$ cat src/rtl/md_sequencer_pkg.sv
// Shared constants for the EX-stage multiply/divide sequencer:
// shared-ALU opcodes, MD_OP encodings and FSM state encodings.
package md_sequencer_pkg;

  localparam int XLEN  = 32;
  localparam int ITER  = 32;
  localparam int CNT_W = 6;

  typedef enum logic [3:0] {
    ALU_ADD = 4'b0000,
    ALU_SUB = 4'b0010
  } alu_op_e;

  typedef enum logic [1:0] {
    MD_UMUL = 2'b00,
    MD_SMUL = 2'b01,
    MD_UDIV = 2'b10,
    MD_RSVD = 2'b11
  } md_op_e;

  typedef enum logic [2:0] {
    S_IDLE,
    S_CHK,
    S_MUL,
    S_FIX1,
    S_FIX2,
    S_DIV,
    S_DONE
  } state_e;

endpackage

$ cat src/rtl/md_sequencer.sv
// Multi-cycle UMUL/SMUL/UDIV sequencer that borrows the shared EX-stage ALU:
// shift-and-add multiply with signed fix-up, restoring divide with overflow check.
module md_sequencer
  import md_sequencer_pkg::*;
(
  input  logic            clk,
  input  logic            rst,
  input  logic            START,
  input  logic [1:0]      MD_OP,
  input  logic [XLEN-1:0] OPA,
  input  logic [XLEN-1:0] OPB,
  input  logic [XLEN-1:0] Y_IN,
  input  logic            FLUSH,
  input  logic [XLEN-1:0] ALU_OUT,
  input  logic            C_EX,
  output logic            ALU_SEL,
  output logic [XLEN-1:0] SEQ_A,
  output logic [XLEN-1:0] SEQ_B,
  output logic [3:0]      SEQ_OP,
  output logic            STALL,
  output logic            DONE,
  output logic [XLEN-1:0] RES_LO,
  output logic [XLEN-1:0] RES_HI,
  output logic            Y_WE,
  output logic            DZ
);

  state_e            state_q, state_d;
  logic [CNT_W-1:0]  cnt_q, cnt_d;
  logic [XLEN-1:0]   hi_q, hi_d;
  logic [XLEN-1:0]   lo_q, lo_d;
  logic [XLEN-1:0]   m_q, m_d;
  logic [XLEN-1:0]   b_q, b_d;
  logic [XLEN-1:0]   res_lo_q, res_lo_d;
  logic [XLEN-1:0]   res_hi_q, res_hi_d;
  logic [1:0]        op_q, op_d;
  logic              dz_q, dz_d;

  logic              op_valid;
  logic              accept;
  logic              last_iter;
  logic              qbit;
  logic [XLEN-1:0]   div_shift;

  // hi/lo double as {HI,LO} for multiply and {R,Q} for divide; m holds M or D.
  assign op_valid  = (MD_OP != MD_RSVD);
  assign accept    = (state_q == S_IDLE) && START && op_valid && !FLUSH;
  assign last_iter = (cnt_q == CNT_W'(ITER - 1));
  assign div_shift = {hi_q[XLEN-2:0], lo_q[XLEN-1]};
  assign qbit      = hi_q[XLEN-1] | C_EX;

  always_ff @(posedge clk or posedge rst) begin
    if (rst) begin
      state_q  <= S_IDLE;
      cnt_q    <= '0;
      hi_q     <= '0;
      lo_q     <= '0;
      m_q      <= '0;
      b_q      <= '0;
      res_lo_q <= '0;
      res_hi_q <= '0;
      op_q     <= '0;
      dz_q     <= 1'b0;
    end else begin
      state_q  <= state_d;
      cnt_q    <= cnt_d;
      hi_q     <= hi_d;
      lo_q     <= lo_d;
      m_q      <= m_d;
      b_q      <= b_d;
      res_lo_q <= res_lo_d;
      res_hi_q <= res_hi_d;
      op_q     <= op_d;
      dz_q     <= dz_d;
    end
  end

  always_comb begin
    state_d = state_q;
    if (state_q != S_IDLE && FLUSH) begin
      state_d = S_IDLE;
    end else begin
      case (state_q)
        S_IDLE: begin
          if (accept) begin
            if (MD_OP == MD_UDIV) state_d = (OPB == '0) ? S_DONE : S_CHK;
            else                  state_d = S_MUL;
          end
        end
        S_CHK:   state_d = C_EX ? S_DONE : S_DIV;
        S_MUL:   if (last_iter) state_d = (op_q == MD_SMUL) ? S_FIX1 : S_DONE;
        S_FIX1:  state_d = S_FIX2;
        S_FIX2:  state_d = S_DONE;
        S_DIV:   if (last_iter) state_d = S_DONE;
        S_DONE:  state_d = S_IDLE;
        default: state_d = S_IDLE;
      endcase
    end
  end

  always_comb begin
    cnt_d    = cnt_q;
    hi_d     = hi_q;
    lo_d     = lo_q;
    m_d      = m_q;
    b_d      = b_q;
    res_lo_d = res_lo_q;
    res_hi_d = res_hi_q;
    op_d     = op_q;
    dz_d     = dz_q;
    case (state_q)
      S_IDLE: begin
        if (accept) begin
          op_d  = MD_OP;
          cnt_d = '0;
          dz_d  = 1'b0;
          b_d   = OPB;
          if (MD_OP == MD_UDIV) begin
            hi_d = Y_IN;
            lo_d = OPA;
            m_d  = OPB;
            if (OPB == '0) begin
              dz_d = 1'b1;
              hi_d = '0;
              lo_d = '0;
            end
          end else begin
            hi_d = '0;
            lo_d = OPB;
            m_d  = OPA;
          end
        end
      end
      S_CHK: begin
        if (C_EX) begin
          hi_d = '0;
          lo_d = '1;
        end
      end
      S_MUL: begin
        hi_d  = {C_EX, ALU_OUT[XLEN-1:1]};
        lo_d  = {ALU_OUT[0], lo_q[XLEN-1:1]};
        cnt_d = cnt_q + CNT_W'(1);
      end
      S_FIX1: if (m_q[XLEN-1]) hi_d = ALU_OUT;
      S_FIX2: if (b_q[XLEN-1]) hi_d = ALU_OUT;
      S_DIV: begin
        hi_d  = qbit ? ALU_OUT : div_shift;
        lo_d  = {lo_q[XLEN-2:0], qbit};
        cnt_d = cnt_q + CNT_W'(1);
      end
      default: ;
    endcase
    // Results are captured only on the way into DONE, so a flush leaves them intact.
    if (state_d == S_DONE) begin
      res_hi_d = hi_d;
      res_lo_d = lo_d;
    end
  end

  always_comb begin
    ALU_SEL = 1'b0;
    STALL   = 1'b0;
    SEQ_A   = '0;
    SEQ_B   = '0;
    SEQ_OP  = ALU_ADD;
    case (state_q)
      S_IDLE: STALL = START && op_valid && !rst;
      S_CHK: begin
        ALU_SEL = 1'b1;
        STALL   = 1'b1;
        SEQ_A   = hi_q;
        SEQ_B   = m_q;
        SEQ_OP  = ALU_SUB;
      end
      S_MUL: begin
        ALU_SEL = 1'b1;
        STALL   = 1'b1;
        SEQ_A   = hi_q;
        SEQ_B   = lo_q[0] ? m_q : '0;
        SEQ_OP  = ALU_ADD;
      end
      S_FIX1: begin
        ALU_SEL = 1'b1;
        STALL   = 1'b1;
        SEQ_A   = hi_q;
        SEQ_B   = b_q;
        SEQ_OP  = ALU_SUB;
      end
      S_FIX2: begin
        ALU_SEL = 1'b1;
        STALL   = 1'b1;
        SEQ_A   = hi_q;
        SEQ_B   = m_q;
        SEQ_OP  = ALU_SUB;
      end
      S_DIV: begin
        ALU_SEL = 1'b1;
        STALL   = 1'b1;
        SEQ_A   = div_shift;
        SEQ_B   = m_q;
        SEQ_OP  = ALU_SUB;
      end
      default: ;
    endcase
  end

  assign DONE   = (state_q == S_DONE);
  assign Y_WE   = DONE && (op_q != MD_UDIV);
  assign DZ     = DONE && dz_q;
  assign RES_LO = res_lo_q;
  assign RES_HI = res_hi_q;

endmodule

$ cat config.mk
export PLATFORM = sky130hd
export DESIGN_NAME = md_sequencer
export DESIGN_NICKNAME = d
export VERILOG_FILES = /design/src/rtl/md_sequencer_pkg.sv /design/src/rtl/md_sequencer.sv
export SDC_FILE = /design/constraint.sdc
export NUM_CORES = 1
export LEC_CHECK = 0
export ABC_AREA = 1
export ABC_CLOCK_PERIOD_IN_PS = 10600
export BUFFER_PORTS_ARGS = -buffer_cell sky130_fd_sc_hd__buf_4
export CORE_MARGIN = 2
export CORE_UTILIZATION = 40
export DETAILED_ROUTE_END_ITERATION = 6
export GPL_TIMING_DRIVEN = 1
export HOLD_SLACK_MARGIN = 0.15
export PLACE_DENSITY = 0.71
export SYNTH_ARGS = -nofsm -noshare
export SYNTH_HDL_FRONTEND = slang
export SYNTH_SLANG_ARGS = --single-unit
$ cat constraint.sdc
create_clock -name clk -period 10.6 [get_ports clk]
set_clock_uncertainty 0.15 [all_clocks]
set_input_delay 2.12 -clock clk [delete_from_list [all_inputs] [get_ports clk]]
set_output_delay 2.12 -clock clk [all_outputs]
set_load 0.02 [all_outputs]
Word-level counts from Yosys, hierarchy flattened. Index checks and enable logic that the tools add are counted.

Input bits: 135. Output and inout bits: 137. Word-level logic and storage cells: 79. Bits in registers: 204.

Multiplexer cells: 33. Bitwise logic cells: 1. Equality and inequality tests: 13. Reductions and logical operators: 21. Add/sub/neg operators: 1.

Operator list (number): 2-to-1 mux 32 bit (13); case mux 32 bit (6 select lines) (1); case mux 32 bit (4 select lines) (1); case mux 32 bit (3 select lines) (1); case mux 32 bit (2 select lines) (1); zero test 32 bit (1); 2-to-1 mux 3 bit (7); case mux 3 bit (6 select lines) (1); == test 3 bit (second input constant) (4); case mux 6 bit (2 select lines) (1); logical AND 1 bit (8); OR reduction 4 bit (2); adder 6 x 1 -> 6 bit (second input constant) (1); == test 3 x 2 -> 1 bit (second input constant) (2); == test 6 x 5 -> 1 bit (second input constant) (1); 2-to-1 mux 6 bit (1); inequality test 2 bit (second input constant) (3); OR reduction 5 bit (1); 2-to-1 mux 2 bit (2); AND reduction 2 bit (2); == test 3 x 1 -> 1 bit (second input constant) (1); zero test 3 bit (1); 2-to-1 mux 1 bit (3); nonzero test 3 bit (1); 8 further kinds (9).

Logic depth before layout (Yosys ltp). Gate-level depths: netlist of the first run.

Depth after elaboration: 8. Depth in mapped cells: 15.

Least setup slack after synthesis of the first run. No wires, ideal clock.

Kind: input port to output port. Start point: input rst. End point: output STALL. Cell stages on the path: 3. Setup slack: 1.494 ns. Arrival: 6.836 ns. Cell sequence: inv_1 -> nand2_1 -> nand3_1.

Word-level cells in the longest chain between the ends: 3.

RTL lines: from (decl) (line md_sequencer.sv:7) `input logic rst,`; zero test 1 bit (line md_sequencer.sv:168) `S_IDLE: STALL = START && op_valid && !rst;`; logical AND 1 bit (line md_sequencer.sv:168); case mux 1 bit (2 select lines) (line md_sequencer.sv:167) `case (state_q)`; to (decl) (line md_sequencer.sv:20) `output logic STALL,`.

No other way between the ends.

Worst setup path after layout of the first run.
Start point: register state_q[2]. End point: output SEQ_B[3].

Word-level cells in the longest chain between the ends: 3.

RTL lines: from (decl) (line md_sequencer.sv:28) `state_e state_q, state_d;`; from (signal assigned) (line md_sequencer.sv:65) `state_q <= state_d;`; == test 3 bit / == test 3 x 1 -> 1 bit (equally long branches) (line md_sequencer.sv:167); OR reduction 3 bit (no line); case mux 32 bit (3 select lines) (*) (line md_sequencer.sv:167); to (decl) (line md_sequencer.sv:18) `output logic [XLEN-1:0] SEQ_B,`.

Mark *: on every way between the ends. The rest lies on a longest branch, timed or not.

==> summary.md, run 1 <==
| Metric | Value |
|---|---|
| Maximum vdd drop | 0.137 mV |
| Fraction of registers with async set/reset | 1.00 |
| Clock buffer depth | 3 |
| Layout cells sized above 1 | 0.188 |
| Hold slack | 0.322 ns |
| Placed inst area | 13800 µm² |
| Yosys top cell area share | 0.439 |
| Max Cap Viol | 0 |
| Hold_sp | RES_HI[19]$_DFFE_PP0N_ |
| Synth area leaders | dfrtp_1 (44%), nand2_1 (17%), o21ai_0 (5.5%) |
| Critical path capture point type | output port |
| Int Power | 2340 µW |
| Chip Height | 175 µm |
| Io pins | 272 |
| Reg2Reg Launch Point | state_q[2]$_DFF_PP0_ |
| Port Buf Inserts | 268 |
| Vias/cell | 5.49 |
| Drt drc | 0 |
| Row cnt | 62 |
| Total negative setup slack | 0 ns |
| Post-cts sizing count | 0 |
| Dpl hpwl | 26700 µm |
| Post-synthesis cell count | 1620 |
| Synth Register Bits | 204 |
| Endpoints failing hold | 0 |
| Final WL | 39500 µm |
| Final worst path period need | 6.11 ns |
| Area Overhead vs Synth | 26.5% |
| Commonest non-fill, non-tap cell in the layout | nand2_1 |
| Static leakage | 0.00734 µW |
| Final setup violation count | 0 |
| Worst skew pair latency | 0.55 ns |
| Commonest non-fill, non-tap cells in the layout | nand2_1 (520), buf_4 (282), dfrtp_1 (202) |
| Nets | 1960 |
| Drt first pass iters | 7 |
| Yosys top cell by area | dfrtp_1 |
| Peak per-stage delay on the critical path | 0.66 ns |
| Slew Limit Fails | 0 |
| Synth Warn # | 0 |
| Reg2Reg Depth | 12 |
| Syn Area/Cell | 7.18 µm² |
| CTS tree | done |
| Slowest-stage cell, CP | o21ai_1 |
| CP Launch Type | flop |
| WHS Endpoint | RES_HI[19]$_DFFE_PP0N_ |
| Initial antenna violation count | 1 |
| Gr ovfl total | 0 |
| Clock share of power | 0.235 |
| F_max | 164 MHz |
| Crit Reg-Reg Endpoint | RES_HI[27]$_DFFE_PP0N_ |
| First-pass GRT wire length | 63100 µm |
| Final worst path period share | 0.577 |
| Reg-to-reg setup timing slack | 7.03 ns |
| Power per cell area | 279 nW/µm² |
| Die area | 30500 µm² |
| First-iteration detailed-routing DRC count | 1221 |
| Root Buffer Master | clkbuf_16 |
| Chip Width | 175 µm |
| Worst Hold Depth | 2 |
| Vias in the first global route | 11800 |
| RSZ-0062 raised after global routing | no |
| Global Route Usage Sum | 0.256 |
| Initial Util | 0.405 |
| Seq/Total Area, Yosys | 0.439 |
| Sw power | 1760 µW |
| Routability-driven placement congestion ratio | 0.878 |
| Post-CTS Hold Buffers | 0 |
| Inserted Clock Buffers | 25 |
| Dominant synthesized flop cell | dfrtp_1 |
| H-tree lvl count | 1 |
| Post-synth EDFFs | 0 |
| Logic gate share of total power | 0.417 |
| Status | completed |
| Largest net degree at the start of global routing | 110 |
| Switch share | 0.430 |
| Post-synthesis cell area | 11600 µm² |
| Final instance area | 14700 µm² |
| Worst setup path class | reg2out |
| Sequential Power Share | 0.348 |
| Total number of vias | 12200 |
| Clock Pin Slew Worst Setup and Hold Paths | 0.06 ns |
| Clock Sinks | 204 |
| Sequence of cells on the critical path | nor2_2, nand2_2, buf_4, o21ai_1, inv_1, o21ai_0, buf_4 |
| ANT cells | 0 |
| Avg WL per Cell | 17.7 µm |
| Critical Path RT | 8.33 ns |
| Worst path arrival time | 3.84 ns |
| Slew headroom | 0.228 |
| Least-Margin Pin Slew | 1.16 ns |
| Worst Path Max Fanout | 45 |
| Most used cell, CP | buf_4 |
| Yosys cell types | 36 |
| DRT antenna net count | 0 |
| HP Class | reg2reg |
| Total Power | 4100 µW |
| Core area | 28700 µm² |
| Post-CTS Setup Inserts | 0 |
==> per-layer routing <==
layer / vias to the layer above / routed length (µm) / GRT usage / share of wire
met5: - / 18 / 0 / 0.00046
met4: 2 / 1370 / 0.0944 / 0.035
met3: 100 / 3360 / 0.0490 / 0.085
met2: 549 / 18100 / 0.411 / 0.46
met1: 5831 / 16700 / 0.344 / 0.42
li1: 5753 / - / - / -
==> worst max-delay path, delay by kind of cell (launching register included) <==
kind | cells | cell delay, ns
AO/OA/AOI/OAI | 2 | 1.24
flip-flops | 1 | 0.45
AND/OR/NAND/NOR | 2 | 0.38
buffers and inverters | 3 | 1.22
==> area by class of cell <==
class,instances,area [µm²]
Multi-Input combinational cell,1148,5460
Clock inverter,12,206
Timing Repair Buffer,282,2120
Fill cell,2839,14000
Tap cell,384,480
Clock buffer,34,729
Sequential cell,204,5110
Inverter,163,619
==> cell families after synthesis <==
group,after synthesis,synth area share
AND/OR/NAND/NOR,795,0.280
AO/OA/AOI/OAI,347,0.183
buffers and inverters,270,0.0955
flip-flops,204,0.439
XOR/XNOR,2,0.00151
adder cells (fa/ha/maj),1,0.00108
other,1,0.000322
==> state kept, by name (all words and copies together) (netlist names) <==
register	flops
lo_q	32
RES_LO	32
op_q	2
RES_HI	32
hi_q	32
b_q	32
state_q	3
m_q	32
dz_q	1
cnt_q	6
==> worst max-delay path by stage <==
| stage | start | endpoint | slack, ns | cells past startpoint |
|---|---|---|---|---|
| detailed placement | state_q[2]$_DFF_PP0_ | SEQ_B[3] | 5.15 | 7 |
| CTS | state_q[0]$_DFF_PP0_ | SEQ_B[3] | 4.55 | 7 |
| global route | state_q[2]$_DFF_PP0_ | SEQ_B[3] | 4.27 | 7 |
| global placement | state_q[0]$_DFF_PP0_ | SEQ_B[3] | 5.09 | 7 |
| finish | state_q[2]$_DFF_PP0_ | SEQ_B[3] | 4.49 | 7 |
| floorplan | rst | STALL | 1.49 | 3 |
==> metrics by stage <==
step / instances / util / setup slack [ns]
finish: 2227 / 0.513 / 4.49
global route: 2227 / 0.513 / 4.27
CTS: 2227 / 0.513 / 4.55
detailed placement: 2181 / 0.480 / 5.15
global placement: 2181 / 0.480 / 5.09
floorplan: 1622 / - / 1.49
==> power groups by stage <==
| stage | clock (µW) | sequential (µW) | combinational (µW) |
|---|---|---|---|
| 2_1_floorplan | 0 | 1410 | 1040 |
| 3_3_place_gp | 0 | 1420 | 1670 |
| 3_5_place_dp | 0 | 1430 | 1700 |
| 4_1_cts | 978 | 1420 | 1710 |
| 5_1_grt | 1010 | 1470 | 1880 |
| 6_report | 964 | 1430 | 1710 |
==> cells in the mapped netlist (4+ instances only) <==
| master | count |
|---|---|
| nand2_1 | 521 |
| dfrtp_1 | 204 |
| inv_1 | 155 |
| o21ai_0 | 128 |
| nor2_1 | 107 |
| nand3_1 | 93 |
| a211oi_1 | 63 |
| clkbuf_1 | 63 |
| o211ai_1 | 57 |
| nor3_1 | 45 |
| o22ai_1 | 41 |
| a21oi_1 | 36 |
| buf_2 | 27 |
| nand3b_1 | 19 |
| a31oi_1 | 9 |
| buf_1 | 7 |
| buf_6 | 7 |
| inv_2 | 7 |
| nand4_1 | 4 |
| nor2_2 | 4 |
No activity file was read; power rests on OpenSTA's default activity.
==> inputs of run 2 (changes only) <==
ABC_CLOCK_PERIOD_IN_PS = 6300   (was 10600)
clock period = 6.3 ns   (was 10.6 ns; I/O delays follow)
==> summary.md, run 2 (synthesis results as in run 1) <==
| Metric | Value |
|---|---|
| Post-CTS Hold Buffers | 0 (unchanged) |
| Buf/Inv on CP | 2 (-1) |
| Final worst path period share | 0.769 |
| Final worst path period need | 4.84 ns |
| Total number of vias | 12200 (-0.64%) |
| Largest net degree at the start of global routing | 111 (+0.91%) |
| Initial antenna violation count | 1 (unchanged) |
| Die area | 30500 µm² (unchanged) |
| RSZ-0062 raised after global routing | no |
| Max Cap Viol | 0 (unchanged) |
| Gr ovfl total | 0 (unchanged) |
| DRT antenna net count | 0 (unchanged) |
| Drt drc | 0 (unchanged) |
| Slew headroom | 0.216 (-0.0123) |
| Layout cells sized above 1 | 0.187 (-0.00139) |
| Final Instance Count excl. Fillers | 2231 (+0.18%) |
| Area Overhead vs Synth | 25.7% |
| Vias/cell | 5.45 (-0.82%) |
| Avg WL per Cell | 17.7 µm (about the same) |
| Worst Path Max Fanout | 25 (-44%) |
| Clock buffer depth | 3 (unchanged) |
| Clock Pin Slew Worst Setup and Hold Paths | 0.06 ns (about the same) |
| Global Route Usage Sum | 0.252 (-0.00354) |
| Sw power | 2970 µW (+69%) |
| Critical Path RT | 4.89 ns (-3.44 ns) |
| Commonest non-fill, non-tap cell in the layout | nand2_1 |
| Power per cell area | 461 nW/µm² (+66%) |
| Io pins | 272 (unchanged) |
| Final WL | 39600 µm (+0.16%) |
| Worst path arrival time | 3.43 ns (-0.41 ns) |
| Status | completed |
| Switch share | 0.441 (+0.0110) |
| Critical path's top delay family | compound AO/OA/AOI/OAI gates |
| Port Buf Inserts | 268 (unchanged) |
| Root Buffer Master | clkbuf_16 |
| Endpoints failing hold | 0 (unchanged) |
| Placed Cells | 2184 (+0.14%) |
| Post-cts sizing count | 0 (unchanged) |
| Static leakage | 0.00728 µW (-0.86%) |
| Dpl hpwl | 26600 µm (-0.35%) |
| First-pass GRT wire length | 62000 µm (-1.7%) |
| Core area | 28700 µm² (unchanged) |
| Pre-CTS setup slack | 2.00 ns (-3.15 ns) |
| H-tree lvl count | 1 (unchanged) |
| Fillers | 2828 (-0.39%) |
| Clock Sinks | 204 (unchanged) |
| HP Class | reg2reg |
| Commonest non-fill, non-tap cells in the layout | nand2_1 (520), buf_4 (285), dfrtp_1 (202) |
| Row cnt | 62 (unchanged) |
| Nets | 1963 (+0.15%) |
| CP Launch Type | flop |
| Routability-driven placement congestion ratio | 0.886 (+0.95%) |
| Sequence of cells on the critical path | nor2_2, nand2_2, o21ai_1, inv_1, o21ai_0, buf_4 |
| Int Power | 3770 µW (+61%) |
| Critical path capture point type | output port |
| Least-Margin Pin Slew | 1.18 ns (+0.0185 ns) |
| Chip Width | 175 µm (unchanged) |
| Initial Util | 0.405 (unchanged) |
| Drt first pass iters | 7 (unchanged) |
| Total negative setup slack | 0 ns (unchanged) |
| Worst skew pair latency | 0.55 ns (about the same) |
| Slew Limit Fails | 0 (unchanged) |
| First-iteration detailed-routing DRC count | 1173 (-3.9%) |
| Final setup violation count | 0 (unchanged) |
| Clock share of power | 0.217 (-0.018) |
| Logic gate share of total power | 0.436 (+0.019) |
| Post-CTS Setup Inserts | 0 (unchanged) |
| Inserted Clock Buffers | 25 (unchanged) |
| Worst setup margin | 1.46 ns (-3.03 ns) |
| F_max | 207 MHz |
| Worst setup path class | reg2out |
| Peak per-stage delay on the critical path | 0.68 ns (+0.02 ns) |
| Chip Height | 175 µm (unchanged) |
| Slowest-stage cell, CP | inv_1 |
| Final core occ | 0.510 (-0.00327) |
| Maximum vdd drop | 0.260 mV (+90%) |
| Vias in the first global route | 11700 (-1.2%) |
| Sequential Power Share | 0.347 (about the same) |
| CTS tree | done |
run 2: cell type report:
| cell class | instances | area (µm²) | share of cell area |
|---|---|---|---|
| timing repair buffer | 285 | 2140 | 0.146 |
| sequential | 204 | 5110 | 0.349 |
| inverter | 163 | 616 | 0.0421 |
| clock buffer | 35 | 693 | 0.0474 |
| multi-input combinational | 1148 | 5460 | 0.373 |
| antenna | 1 | 2.50 | 0.000171 |
| clock inverter | 11 | 128 | 0.00873 |
| tap | 384 | 480 | 0.0329 |
run 2: stage by stage:
step           hold slack [ns]  area, µm²  total power, µW
4_1_cts                  0.326      14600             6750
3_3_place_gp             0.308      13800             5210
6_report                 0.318      14600             6750
3_5_place_dp             0.312      13800             5270
2_1_floorplan            0.303      11600             4130
5_1_grt                  0.350      14600             7160
run 2: power groups by stage:
stage                     registers [µW]  clock network (µW)  logic [µW]
after CTS                           2320                1480        2940
after floorplan                     2380                   0        1750
after global placement              2330                   0        2880
final                               2340                1460        2940
after detailed placement            2340                   0        2930
after global routing                2410                1530        3230
run 2: layer usage:
| layer | part of all wire | GRT usage | vias to the layer above |
|---|---|---|---|
| met3 | 0.084 | 0.0468 | 86 |
| met2 | 0.45 | 0.402 | 564 |
| met1 | 0.43 | 0.343 | 5741 |
| met4 | 0.033 | 0.0931 | 0 |
| li1 | - | - | 5766 |
| met5 | 0 | 0 | - |
run 2: worst paths after layout:
| path | startpoint | to | slack (ns) | depth (start not counted) |
|---|---|---|---|---|
| max reg2reg | state_q[2]$_DFF_PP0_ | RES_HI[14]$_DFFE_PP0N_ | 2.70 | 12 |
| max | state_q[2]$_DFF_PP0_ | SEQ_B[2] | 1.46 | 6 |
| max in group asynchronous | rst | lo_q[6]$_DFF_PP0_ | 3.61 | 4 |
| min in group asynchronous | rst | cnt_q[3]$_DFFE_PP0P_ | 0.88 | 3 |
| min reg2reg | RES_HI[7]$_DFFE_PP0N_ | RES_HI[7]$_DFFE_PP0N_ | 0.32 | 2 |
| min | RES_HI[7]$_DFFE_PP0N_ | RES_HI[7]$_DFFE_PP0N_ | 0.32 | 2 |
run 2: worst min-delay path: stages (launching register included):
cell and delay [ns]:
dfrtp_1 0.34, nand2_1 0.05, nand2_1 0.04
==> inputs of run 3 (changes only) <==
ABC_CLOCK_PERIOD_IN_PS = 4500   (was 6300)
clock period = 4.5 ns   (was 6.3 ns; I/O delays follow)
==> summary.md, run 3 (synthesis results as in run 1) <==
| Metric | Value |
|---|---|
| Logic gate share of total power | 0.436 (about the same) |
| Max Cap Viol | 0 (unchanged) |
| Commonest non-fill, non-tap cell in the layout | nand2_1 |
| CP Launch Type | flop |
| F_max | 234 MHz |
| Chip Width | 175 µm (unchanged) |
| Clock share of power | 0.218 (about the same) |
| Root Buffer Master | clkbuf_16 |
| ANT cells | 0 (-1) |
| Worst Path Max Fanout | 30 (+20%) |
| Placed Cells | 2187 (+0.14%) |
| H-tree lvl count | 1 (unchanged) |
| Nets | 1964 (+0.051%) |
| Status | completed |
| Vias/cell | 5.47 (+0.46%) |
| Final worst path period need | 4.28 ns |
| Sequential Power Share | 0.346 (about the same) |
| Static leakage | 0.00732 µW (+0.54%) |
| Maximum vdd drop | 0.311 mV (+19%) |
| Placed inst area | 13800 µm² (+0.34%) |
| First-pass GRT wire length | 62400 µm (+0.55%) |
| Clock Pin Slew Worst Setup and Hold Paths | 0.06 ns (about the same) |
| Worst skew pair latency | 0.52 ns (-0.03 ns) |
| Switch share | 0.431 (-0.00959) |
| Total Power | 9480 µW (+41%) |
| Routability-driven placement congestion ratio | 0.900 (+1.5%) |
| Power per cell area | 646 nW/µm² (+40%) |
| Post-CTS Hold Buffers | 0 (unchanged) |
| Worst path arrival time | 3.23 ns (-0.20 ns) |
| Total negative setup slack | 0 ns (unchanged) |
| Endpoints failing hold | 0 (unchanged) |
| Final instance area | 14700 µm² (+0.36%) |
| Post-cts sizing count | 0 (unchanged) |
| Slew headroom | 0.241 (+0.0253) |
| Global Route Usage Sum | 0.253 (+0.000754) |
| Drt first pass iters | 5 (-2) |
| RSZ-0062 raised after global routing | no |
| Clock buffer depth | 3 (unchanged) |
| Row cnt | 62 (unchanged) |
| Critical Path RT | 3.45 ns (-1.44 ns) |
| Total number of vias | 12200 (+0.32%) |
| Inserted Clock Buffers | 23 (-8.0%) |
| Chip Height | 175 µm (unchanged) |
| Area Overhead vs Synth | 26.2% |
| Final worst path period share | 0.951 |
| Final setup violation count | 0 (unchanged) |
| Largest net degree at the start of global routing | 161 (+45%) |
| Crit path from | state_q[0]$_DFF_PP0_ |
| Slew Limit Fails | 0 (unchanged) |
| Reg2Reg Launch Point | state_q[2]$_DFF_PP0_ |
| Core area | 28700 µm² (unchanged) |
| Hold_sp | RES_HI[24]$_DFFE_PP0N_ |
| CTS tree | done |
| Vias in the first global route | 11600 (-0.85%) |
| Drt drc | 0 (unchanged) |
| Layout cells sized above 1 | 0.188 (+0.000745) |
| Clock Sinks | 204 (unchanged) |
| Avg WL per Cell | 17.6 µm (-0.79%) |
| Critical path capture point type | output port |
| DRT antenna net count | 0 (unchanged) |
| Least-Margin Pin Slew | 1.14 ns (-0.0392 ns) |
| Die area | 30500 µm² (unchanged) |
| Port Buf Inserts | 268 (unchanged) |
| Fillers | 2849 (+0.74%) |
| Int Power | 5390 µW (+43%) |
| Initial Util | 0.405 (unchanged) |
| HP Class | reg2reg |
| Worst setup path class | reg2out |
| Final core occ | 0.511 (+0.00183) |
| Final WL | 39200 µm (-0.92%) |
| Sw power | 4090 µW (+37%) |
| Initial antenna violation count | 0 (-1) |
| Final Instance Count excl. Fillers | 2228 (-0.13%) |
| Gr ovfl total | 0 (unchanged) |
| First-iteration detailed-routing DRC count | 1125 (-4.1%) |
| Commonest non-fill, non-tap cells in the layout | nand2_1 (520), buf_4 (286), dfrtp_1 (202) |
| Dpl hpwl | 27000 µm (+1.3%) |
| Post-CTS Setup Inserts | 0 (unchanged) |
| Io pins | 272 (unchanged) |
-- run 3: cell types whose count changed in the layout (fill, tap and decap cells not counted), moves of 2 or more --
| cell | delta |
|---|---|
| clkbuf_16 | -2 |
| bufinv_16 | +3 |
| clkbuf_1 | -3 |
| clkinvlp_4 | -3 |
| buf_12 | +2 |
| clkinv_2 | -2 |
-- run 3: worst max-delay path, cell delays in order (launching register included) --
cell and delay, ns:
dfrtp_1 0.43, nor2_2 0.24, nand2_2 0.38, o21ai_1 0.25, buf_4 0.20, inv_1 0.43, o21ai_0 0.54, buf_4 0.22
-- run 3: metal layers --
layer / global-route usage / up-vias / share of wire
met5: 0 / - / 0
li1: - / 5764 / -
met1: 0.346 / 5797 / 0.42
met2: 0.413 / 559 / 0.47
met4: 0.0816 / 0 / 0.030
met3: 0.0394 / 76 / 0.080
-- run 3: path summary, 6_finish.rpt --
path,endpoint,slack (ns),cells after the start
max in group asynchronous,RES_HI[19]$_DFFE_PP0N_,2.53,4
max reg2reg,RES_HI[19]$_DFFE_PP0N_,0.84,11
max,SEQ_B[20],0.22,7
min reg2reg,RES_HI[24]$_DFFE_PP0N_,0.33,2
min in group asynchronous,RES_HI[5]$_DFFE_PP0N_,0.50,3
min,RES_HI[24]$_DFFE_PP0N_,0.33,2
-- run 3: layout make-up --
class	count	area, µm²	area share
multi-input combinational	1148	5460	0.372
clock inverter	10	183	0.0124
timing repair buffer	288	2190	0.149
sequential	204	5110	0.348
clock buffer	31	646	0.0440
inverter	163	616	0.0419
tap	384	480	0.0327
-- run 3: power groups by stage --
stage | logic, µW | clock network (µW) | registers, µW
final | 4130 | 2070 | 3280
after floorplan | 2450 | 0 | 3330
after global placement | 4030 | 0 | 3270
after CTS | 4140 | 2100 | 3270
after detailed placement | 4110 | 0 | 3290
after global routing | 4550 | 2160 | 3380
-- run 3: through the flow --
step / setup WS [ns] / hold slack [ns]
6_report: 0.222 / 0.328
3_3_place_gp: 0.773 / 0.306
2_1_floorplan: -0.737 / 0.303
3_5_place_dp: 0.694 / 0.311
4_1_cts: 0.203 / 0.330
5_1_grt: 0.00360 / 0.358
